**config.mk**
```make
export PLATFORM = sky130hd
export DESIGN_NAME = ahb_slave_arbiter
export DESIGN_NICKNAME = d
export VERILOG_FILES = /design/src/rtl/ahb_slave_arbiter.sv
export SDC_FILE = /design/constraint.sdc
export NUM_CORES = 1
export LEC_CHECK = 0
export CAP_MARGIN = 40
export CORE_UTILIZATION = 37
export CTS_BUF_LIST = sky130_fd_sc_hd__clkbuf_8 sky130_fd_sc_hd__clkbuf_16
export CTS_CLUSTER_DIAMETER = 30
export DETAILED_ROUTE_END_ITERATION = 8
export PLACE_DENSITY = 0.77
export SETUP_SLACK_MARGIN = 0.5
export SYNTH_ARGS = -nofsm -noshare
export SYNTH_HDL_FRONTEND = slang
export SYNTH_SLANG_ARGS = --single-unit
```
**constraint.sdc**
```tcl
create_clock -name clk -period 1.7 [get_ports clk]
set_input_delay 0.51 -clock clk [delete_from_list [all_inputs] [get_ports clk]]
set_output_delay 0.51 -clock clk [all_outputs]
set_load 0.005 [all_outputs]
```
**src/rtl/ahb_slave_arbiter.sv**
```systemverilog
// Two-master round-robin arbiter in front of a single register-bus slave port.
// One transfer in flight; a slave that never answers is cut off after TIMEOUT BUSY cycles.
module ahb_slave_arbiter #(
  parameter int                ADDR_W   = 20,
  parameter int                DATA_W   = 32,
  parameter int                TIMEOUT  = 1024,
  parameter logic [DATA_W-1:0] ERR_DATA = 32'hDEADBEEF
) (
  input  logic              clk,
  input  logic              rst,
  input  logic              m0_sel,
  input  logic              m0_write,
  input  logic [ADDR_W-1:0] m0_addr,
  input  logic [DATA_W-1:0] m0_wdata,
  output logic              m0_ready,
  output logic [DATA_W-1:0] m0_rdata,
  input  logic              m1_sel,
  input  logic              m1_write,
  input  logic [ADDR_W-1:0] m1_addr,
  input  logic [DATA_W-1:0] m1_wdata,
  output logic              m1_ready,
  output logic [DATA_W-1:0] m1_rdata,
  output logic              s_sel,
  output logic              s_write,
  output logic [ADDR_W-1:0] s_addr,
  output logic [DATA_W-1:0] s_wdata,
  input  logic              s_ready,
  input  logic [DATA_W-1:0] s_rdata,
  output logic [1:0]        grant,
  output logic              timeout_err,
  input  logic              err_clr
);
  localparam int CW = (TIMEOUT > 1) ? $clog2(TIMEOUT + 1) : 1;
  localparam logic [CW-1:0] TO_LAST = (TIMEOUT > 0) ? CW'(TIMEOUT - 1) : '0;

  typedef enum logic [1:0] {IDLE, BUSY, DONE} state_t;

  state_t            state_q, state_d;
  logic [1:0]        grant_q, grant_d;
  logic              ptr_q, ptr_d;       // 1: m1 wins a tie
  logic [CW-1:0]     cnt_q, cnt_d;
  logic              s_sel_q, s_sel_d;
  logic              s_write_q, s_write_d;
  logic [ADDR_W-1:0] s_addr_q, s_addr_d;
  logic [DATA_W-1:0] s_wdata_q, s_wdata_d;
  logic [1:0]        rdy_q, rdy_d;
  logic [DATA_W-1:0] rdata0_q, rdata0_d;
  logic [DATA_W-1:0] rdata1_q, rdata1_d;
  logic              err_q, err_d;
  logic              pick1;
  logic              own_sel;
  logic [DATA_W-1:0] rd;

  assign own_sel = grant_q[1] ? m1_sel : m0_sel;

  always_comb begin
    state_d   = state_q;
    grant_d   = grant_q;
    ptr_d     = ptr_q;
    cnt_d     = cnt_q;
    s_sel_d   = s_sel_q;
    s_write_d = s_write_q;
    s_addr_d  = s_addr_q;
    s_wdata_d = s_wdata_q;
    rdy_d     = 2'b00;
    rdata0_d  = rdata0_q;
    rdata1_d  = rdata1_q;
    err_d     = err_q & ~err_clr;
    pick1     = 1'b0;
    rd        = s_ready ? s_rdata : ERR_DATA;
    unique case (state_q)
      IDLE: begin
        if (m0_sel | m1_sel) begin
          pick1     = m1_sel & (~m0_sel | ptr_q);
          grant_d   = pick1 ? 2'b10 : 2'b01;
          s_sel_d   = 1'b1;
          s_write_d = pick1 ? m1_write : m0_write;
          s_addr_d  = pick1 ? m1_addr  : m0_addr;
          s_wdata_d = pick1 ? m1_wdata : m0_wdata;
          state_d   = BUSY;
        end
      end
      BUSY: begin
        cnt_d = cnt_q + 1'b1;
        if (s_ready || ((TIMEOUT > 0) && (cnt_q == TO_LAST))) begin
          rdy_d   = grant_q;
          s_sel_d = 1'b0;
          state_d = DONE;
          if (!s_write_q) begin
            if (grant_q[1]) rdata1_d = rd;
            else            rdata0_d = rd;
          end
          if (!s_ready) err_d = 1'b1;
        end
      end
      DONE: begin
        // Waiting for s_ready low guarantees the next transfer sees a fresh rising edge.
        if (!own_sel && !s_ready) begin
          state_d = IDLE;
          ptr_d   = ~grant_q[1];
          cnt_d   = '0;
          grant_d = 2'b00;
        end
      end
      default: state_d = IDLE;
    endcase
  end

  always_ff @(posedge clk) begin
    if (rst) begin
      state_q   <= IDLE;
      grant_q   <= 2'b00;
      ptr_q     <= 1'b0;
      cnt_q     <= '0;
      s_sel_q   <= 1'b0;
      s_write_q <= 1'b0;
      s_addr_q  <= '0;
      s_wdata_q <= '0;
      rdy_q     <= 2'b00;
      rdata0_q  <= '0;
      rdata1_q  <= '0;
      err_q     <= 1'b0;
    end else begin
      state_q   <= state_d;
      grant_q   <= grant_d;
      ptr_q     <= ptr_d;
      cnt_q     <= cnt_d;
      s_sel_q   <= s_sel_d;
      s_write_q <= s_write_d;
      s_addr_q  <= s_addr_d;
      s_wdata_q <= s_wdata_d;
      rdy_q     <= rdy_d;
      rdata0_q  <= rdata0_d;
      rdata1_q  <= rdata1_d;
      err_q     <= err_d;
    end
  end

  assign m0_ready    = rdy_q[0];
  assign m1_ready    = rdy_q[1];
  assign m0_rdata    = rdata0_q;
  assign m1_rdata    = rdata1_q;
  assign s_sel       = s_sel_q;
  assign s_write     = s_write_q;
  assign s_addr      = s_addr_q;
  assign s_wdata     = s_wdata_q;
  assign grant       = grant_q;
  assign timeout_err = err_q;
endmodule

```
# --- Word level (Yosys, flattened, before mapping) ---
# Cells that the tools add are included.
totals:
  word_cells: 66
  ramBits: 0
  mem_bits_ro: 0
  output_inout_bits: 123
  latch_bits: 0
  register_bits: 137
  n_memories: 0
op_classes:
  reduce_logical: 17
  addsub: 1
  order_cmp: 0
  shift: 0
  n_mux: 20
  bitwise_logic: 10
  div: 0
  multipliers: 0
  eq_ne: 6
op_table:
  columns: ["op", "n"]
  rows:
  - ["two-way mux 32 bit", 2]
  - ["one-hot mux 11 bit (2 select lines)", 1]
  - ["two-way mux 20 bit", 1]
  - ["adder 11 x 1 -> 11 bit (second input constant)", 1]
  - ["equality test 11 x 10 -> 1 bit (second input constant)", 1]
  - ["two-way mux 11 bit", 1]
  - ["two-way mux 2 bit", 5]
  - ["AND reduction 3 bit", 3]
  - ["AND reduction 4 bit", 2]
  - ["two-way mux 1 bit", 7]
  - ["inequality test 2 bit (second input constant)", 3]
  - ["inverter 1 bit", 6]
  - ["one-hot mux 2 bit (3 select lines)", 1]
  - ["AND reduction 2 bit", 3]
  - ["nonzero test 2 bit", 3]
  - ["one-hot mux 2 bit (2 select lines)", 1]
  - ["OR reduction 3 bit", 1]
  - ["bitwise AND 1 bit", 2]
  - ["equality test 2 x 1 -> 1 bit (second input constant)", 1]
  - ["equality test 2 bit (second input constant)", 1]
  - ["logical NOT 1 bit", 2]
  - ["logical NOT 2 bit", 1]
  - ["OR 1 bit", 2]
  - ["one-hot mux 1 bit (2 select lines)", 1]
  - ["other kinds (2)", 2]

# --- Depth between registers and ports, before layout ---
depth:
  word_depth: 6
  mapped_depth: 6
  mapped_depth_nobuf: 5

# --- Worst setup path after synthesis ---
# OpenSTA, ideal clock, no wires.
synth_path:
  path_kind: "reg-to-reg"
  start: "register cnt_q[0]"
  end: "register rdata0_q[8], in the netlist m0_rdata[8]"
  path_stages_with_launch: 7
  synth_period_minus_slack_ps: 1571
  t_required_ps: 1630
  slack_ps: 129
  t_arrival_ps: 1500
  cell_sequence: "dfxtp_1 -> ha_1 -> and4b_1 -> a31oi_4 -> clkbuf_1 -> o21ai_0 -> a21oi_1"
synth_between:
  elab_chain_cells: 3
synth_lines:
  columns: ["element", "line_no", "text"]
  rows:
  - ["start, declared", "41", "logic [CW-1:0] cnt_q, cnt_d;"]
  - ["start signal, assigned", "127", "cnt_q <= cnt_d;"]
  - ["equality test 11 x 10 -> 1 bit", "85", "if (s_ready || ((TIMEOUT > 0) && (cnt_q == TO_LAST))) begin"]
  - ["logical OR 1 bit", "85", null]
  - ["AND reduction 4 bit (no line)", null, null]
  - ["end signal, assigned", "133", "rdata0_q <= rdata0_d;"]
  - ["end, declared", "47", "logic [DATA_W-1:0] rdata0_q, rdata0_d;"]
# Every way passes these cells.
# A chain may end at the register's enable or synchronous reset.

# --- Worst setup path after layout ---
layout_path:
  start: "register grant_q[1], in the netlist grant[1]"
  end: "register rdata0_q[18], in the netlist m0_rdata[18]"
layout_between:
  elab_chain_cells: 2
layout_lines:
  columns: ["element", "line_no", "text"]
  rows:
  - ["start, declared", "39", "logic [1:0] grant_q, grant_d;"]
  - ["start signal, assigned", "125", "grant_q <= grant_d;"]
  - ["inverter 1 bit (no line)", null, null]
  - ["AND reduction 4 bit (no line)", null, null]
# Every way passes these cells.

==> summary.txt <==
Outcome
  • Outcome: completed

Placement
  • Placed Area: 0.00871 sq mm
  • GPL Wtd Cong: 0.780
  • Number of buffers added on ports: 266
  • HPWL after DPL: 12.2 mm

Yosys
  • Yosys top cell area share: 48.9%
  • Post-synth cell types: 46
  • Top_reg_cell synth: dfxtp_1
  • Dominant cell type by area after synthesis: dfxtp_1
  • Synth Warn #: 0
  • Async set-reset flop share out of synthesis: 0%
  • Seq cells post-synth: 137
  • Post-synth EDFFs: 0
  • Post-Syn Area: 0.00560 sq mm
  • Mapped Cells: 597
  • Synth top area cells: dfxtp_1 (49%), mux2i_1 (9.6%), a211oi_1 (7.1%)
  • Synth Net Count: 742
  • Synth Area per Inst: 9.39 sq um
  • Post-synthesis sequential area ratio: 48.9%

Floorplanning
  • Ports: 267
  • Initial Utilization: 38.3%
  • DIE AREA: 0.0156 sq mm
  • Cell Rows: 44
  • Core footprint: 0.0146 sq mm
  • Die span in x: 125 microns
  • Die Span Y: 125 microns

Detailed routing
  • Initial DRC count: 303
  • # DRC: 0
  • Total Wirelength: 20.7 mm
  • Drt wl/cell: 18.3 microns
  • Routed vias: 5895
  • Drt pass-1 iters: 6
  • Post-DRT Antenna Nets: 0
  • Drt via density: 5.19

Power
  • Sw Ratio: 24.5%
  • Max VDD drop: 715 uV
  • Clock share of power: 41.4%
  • Sequential share of power: 36.2%
  • Leakage: 4.69 nW
  • P_sw: 0.00247 W
  • Power density over the cells: 953 mW/mm^2
  • Comb power frac: 22.4%
  • Internal power: 0.00763 W

Clock network
  • Worst-path clk slew: 60 ps
  • CTS sink count: 137
  • Skew-Pair Late Insertion Delay: 420 ps
  • CTS tree: built
  • Clk root buf: clkbuf_16
  • Hold_buf cts: 0
  • TritonCTS buffer count: 17
  • Clk buf depth: 2
  • H-tree depth: 4

Timing
  • Max Slew Vio Count: 0
  • Max Clock Skew: 6.28 ps
  • FMAX: 0.632 GHz
  • Worst Tran Pin Value: 353 ps
  • Setup TNS: 0 ps
  • Rel. slew slack: 76.5%
  • Final hold vios: 0
  • Min Tclk post-route: 1580 ps
  • RSZ-0062 raised after global routing: true
  • Final setup violation count: 0
  • Hold slack: 453 ps
  • Fin crit share: 93.0%

Cells and area
  • Syn-to-layout area delta: 89.1%
  • Storage cell area: 0.00292 sq mm
  • Fin area: 0.0106 sq mm
  • Fin util: 72.4%
  • Layout cell share with drive strength beyond 1: 46.1%
  • Area occupied by multi-input gates: 0.00276 sq mm
  • Nets@finish: 1083
  • Layout fillers: 1021
  • Ant diodes: 0

GRT
  • Total gr overflow: 0
  • Gr usage total: 25.4%
  • Number of global-route vias before repair: 5944
  • Pin count of the biggest net entering global routing: 48
  • First-pass GRT wire length: 30.9 mm
  • Initial antenna violation count: 0

Hold path
  • Worst min path class: reg -> reg
  • Hold path start: m0_rdata[19]$_SDFFE_PP0P_
  • Hold path depth: 1
  • Hold Path Sink: m0_rdata[19]$_SDFFE_PP0P_

Flow run
  • Max cap viols: 0

Worst setup path
  • Crit-path leading delay family: simple AND/OR/NAND/NOR gates
  • Startpoint type of the worst setup path: flip-flop
  • Reg2Reg Depth: 5
  • Setup crit end kind: flip-flop
  • Worst-path fanout max: 12
  • WP data required: 2020 ps
  • Worst path slowest cell: or4b_4
  • Max incr delay on CP: 590 ps
  • Worst r2r dst: m0_rdata[18]$_SDFFE_PP0P_
  • Critical-path cell list: or4b_4, nor2_8, clkbuf_16, a21oi_1, o21a_1
  • R2r setup slk: 120 ps
  • RR Startpoint: grant[1]$_SDFFE_PP0P_
  • Data arrival, critical path: 1900 ps
  • Setup CP Type: reg -> reg
  • Worst path bufs/invs: 1
[worst register-to-register path, cell delays in order, from the launching register on]
cell	delay [ps]
dfxtp_2	320
or4b_4	590
nor2_8	190
clkbuf_16	190
a21oi_1	80
o21a_1	110
[how the worst max path moves through the flow]
stage | slack [ps] | start | cells past startpoint | end
finish | 120 | grant[1]$_SDFFE_PP0P_ | 5 | m0_rdata[18]$_SDFFE_PP0P_
global route | 70 | grant[1]$_SDFFE_PP0P_ | 5 | m0_rdata[16]$_SDFFE_PP0P_
CTS | 90 | s_ready | 6 | cnt_q[4]$_SDFFE_PP0P_
detailed placement | -410 | m0_sel | 7 | s_wdata[17]$_SDFFE_PP0P_
global placement | -370 | m0_sel | 7 | s_wdata[8]$_SDFFE_PP0P_
floorplan | 180 | grant[1]$_SDFFE_PP0P_ | 6 | m0_rdata[10]$_SDFFE_PP0P_
[repair_timing]
item                       CTS  global route
setup endpoints to repair  260           260
setup buffers               33            18
gates cloned                14             4
pin swaps                    9            24
resized for setup          715            68
[synth_stat cells, drive strengths merged (2+ instances only)]
cell and n:
nor4b 2, mux2i 54, xor2 3, clkbuf 23, or2 2, o21ai 18, nand2 24, buf 26
and4b 2, dfxtp 137, a211oi 53, nand3 6, a31oi 2, nand4 5, inv 27, a21oi 72
and2 2, o31ai 2, o211ai 2, a311oi 3, nor2 66, o21a 49
[cell type report]
class | instances | area share (%)
Multi-Input combinational cell | 386 | 26.0
Inverter | 27 | 1.03
Clock buffer | 21 | 4.53
Tap cell | 184 | 2.17
Sequential cell | 137 | 27.5
Timing Repair Buffer | 369 | 37.0
Clock inverter | 11 | 1.79
[registers in the layout, summed over array words and instances, names as in the netlist, 2 cells and up]
| signal | cells |
|---|---|
| m0_rdata | 32 |
| m1_rdata | 32 |
| s_wdata | 32 |
| s_addr | 20 |
| cnt_q | 11 |
| grant | 2 |
| rdy_q | 2 |
| state_q | 2 |
[cell families (layout without fill, tap and decap cells)]
| group | after synthesis | count (layout) | synth area share, % |
|---|---|---|---|
| AO/OA/AOI/OAI | 207 | 208 | 24.2 |
| XOR/XNOR | 3 | 3 | 0.469 |
| adder cells (fa/ha/maj) | 1 | 1 | 0.223 |
| buffers and inverters | 76 | 428 | 6.43 |
| flip-flops | 137 | 137 | 48.9 |
| multiplexers | 54 | 54 | 9.65 |
| AND/OR/NAND/NOR | 119 | 120 | 10.1 |
[power groups by stage]
stage | sequential (W) | clock (W) | combinational [W]
finish | 0.00366 | 0.00418 | 0.00227
global route | 0.00368 | 0.00438 | 0.00241
CTS | 0.00365 | 0.00421 | 0.00204
detailed placement | 0.00365 | 0 | 0.00173
global placement | 0.00364 | 0 | 0.00171
floorplan | 0.00366 | 0 | 0.000721
[layer usage]
layer  global-route usage (%)  vias up  part of all wire, %
li1                         -     2819                    -
met1                     27.8     2818                   39
met2                     45.6      211                   52
met3                     6.55       47                  5.1
met4                     12.2        0                  3.6
met5                        0        -                    0
[per-stage QoR]
stage | setup slack [ps] | std cells | power (W)
floorplan | 181 | 597 | 0.00438
global placement | -372 | 1034 | 0.00536
detailed placement | -405 | 1034 | 0.00537
CTS | 88.2 | 1113 | 0.00989
global route | 70.6 | 1135 | 0.0105
finish | 118 | 1135 | 0.0101
[layout by cell type, fill, tap and decap left out, types with 3 or more instances in the layout]
cell type	n
buf_4	50
inv_1	25
bufinv_16	5
o21a_1	48
a211oi_2	13
a21oi_1	68
clkinv_2	3
nand4_1	5
clkdlybuf4s50_1	139
dfxtp_2	126
buf_2	40
mux2i_1	54
clkbuf_16	21
clkbuf_8	4
nor2_1	61
o21ai_1	9
a211oi_1	40
a21oi_2	4
buf_6	104
buf_16	10
buf_8	3
buf_12	15
dfxtp_4	4
nand2_1	22
nor2_4	5
o21ai_0	8
nand3_1	4
xor2_1	3
dfxtp_1	7
Note: power is estimated with default switching activity, not from simulation.
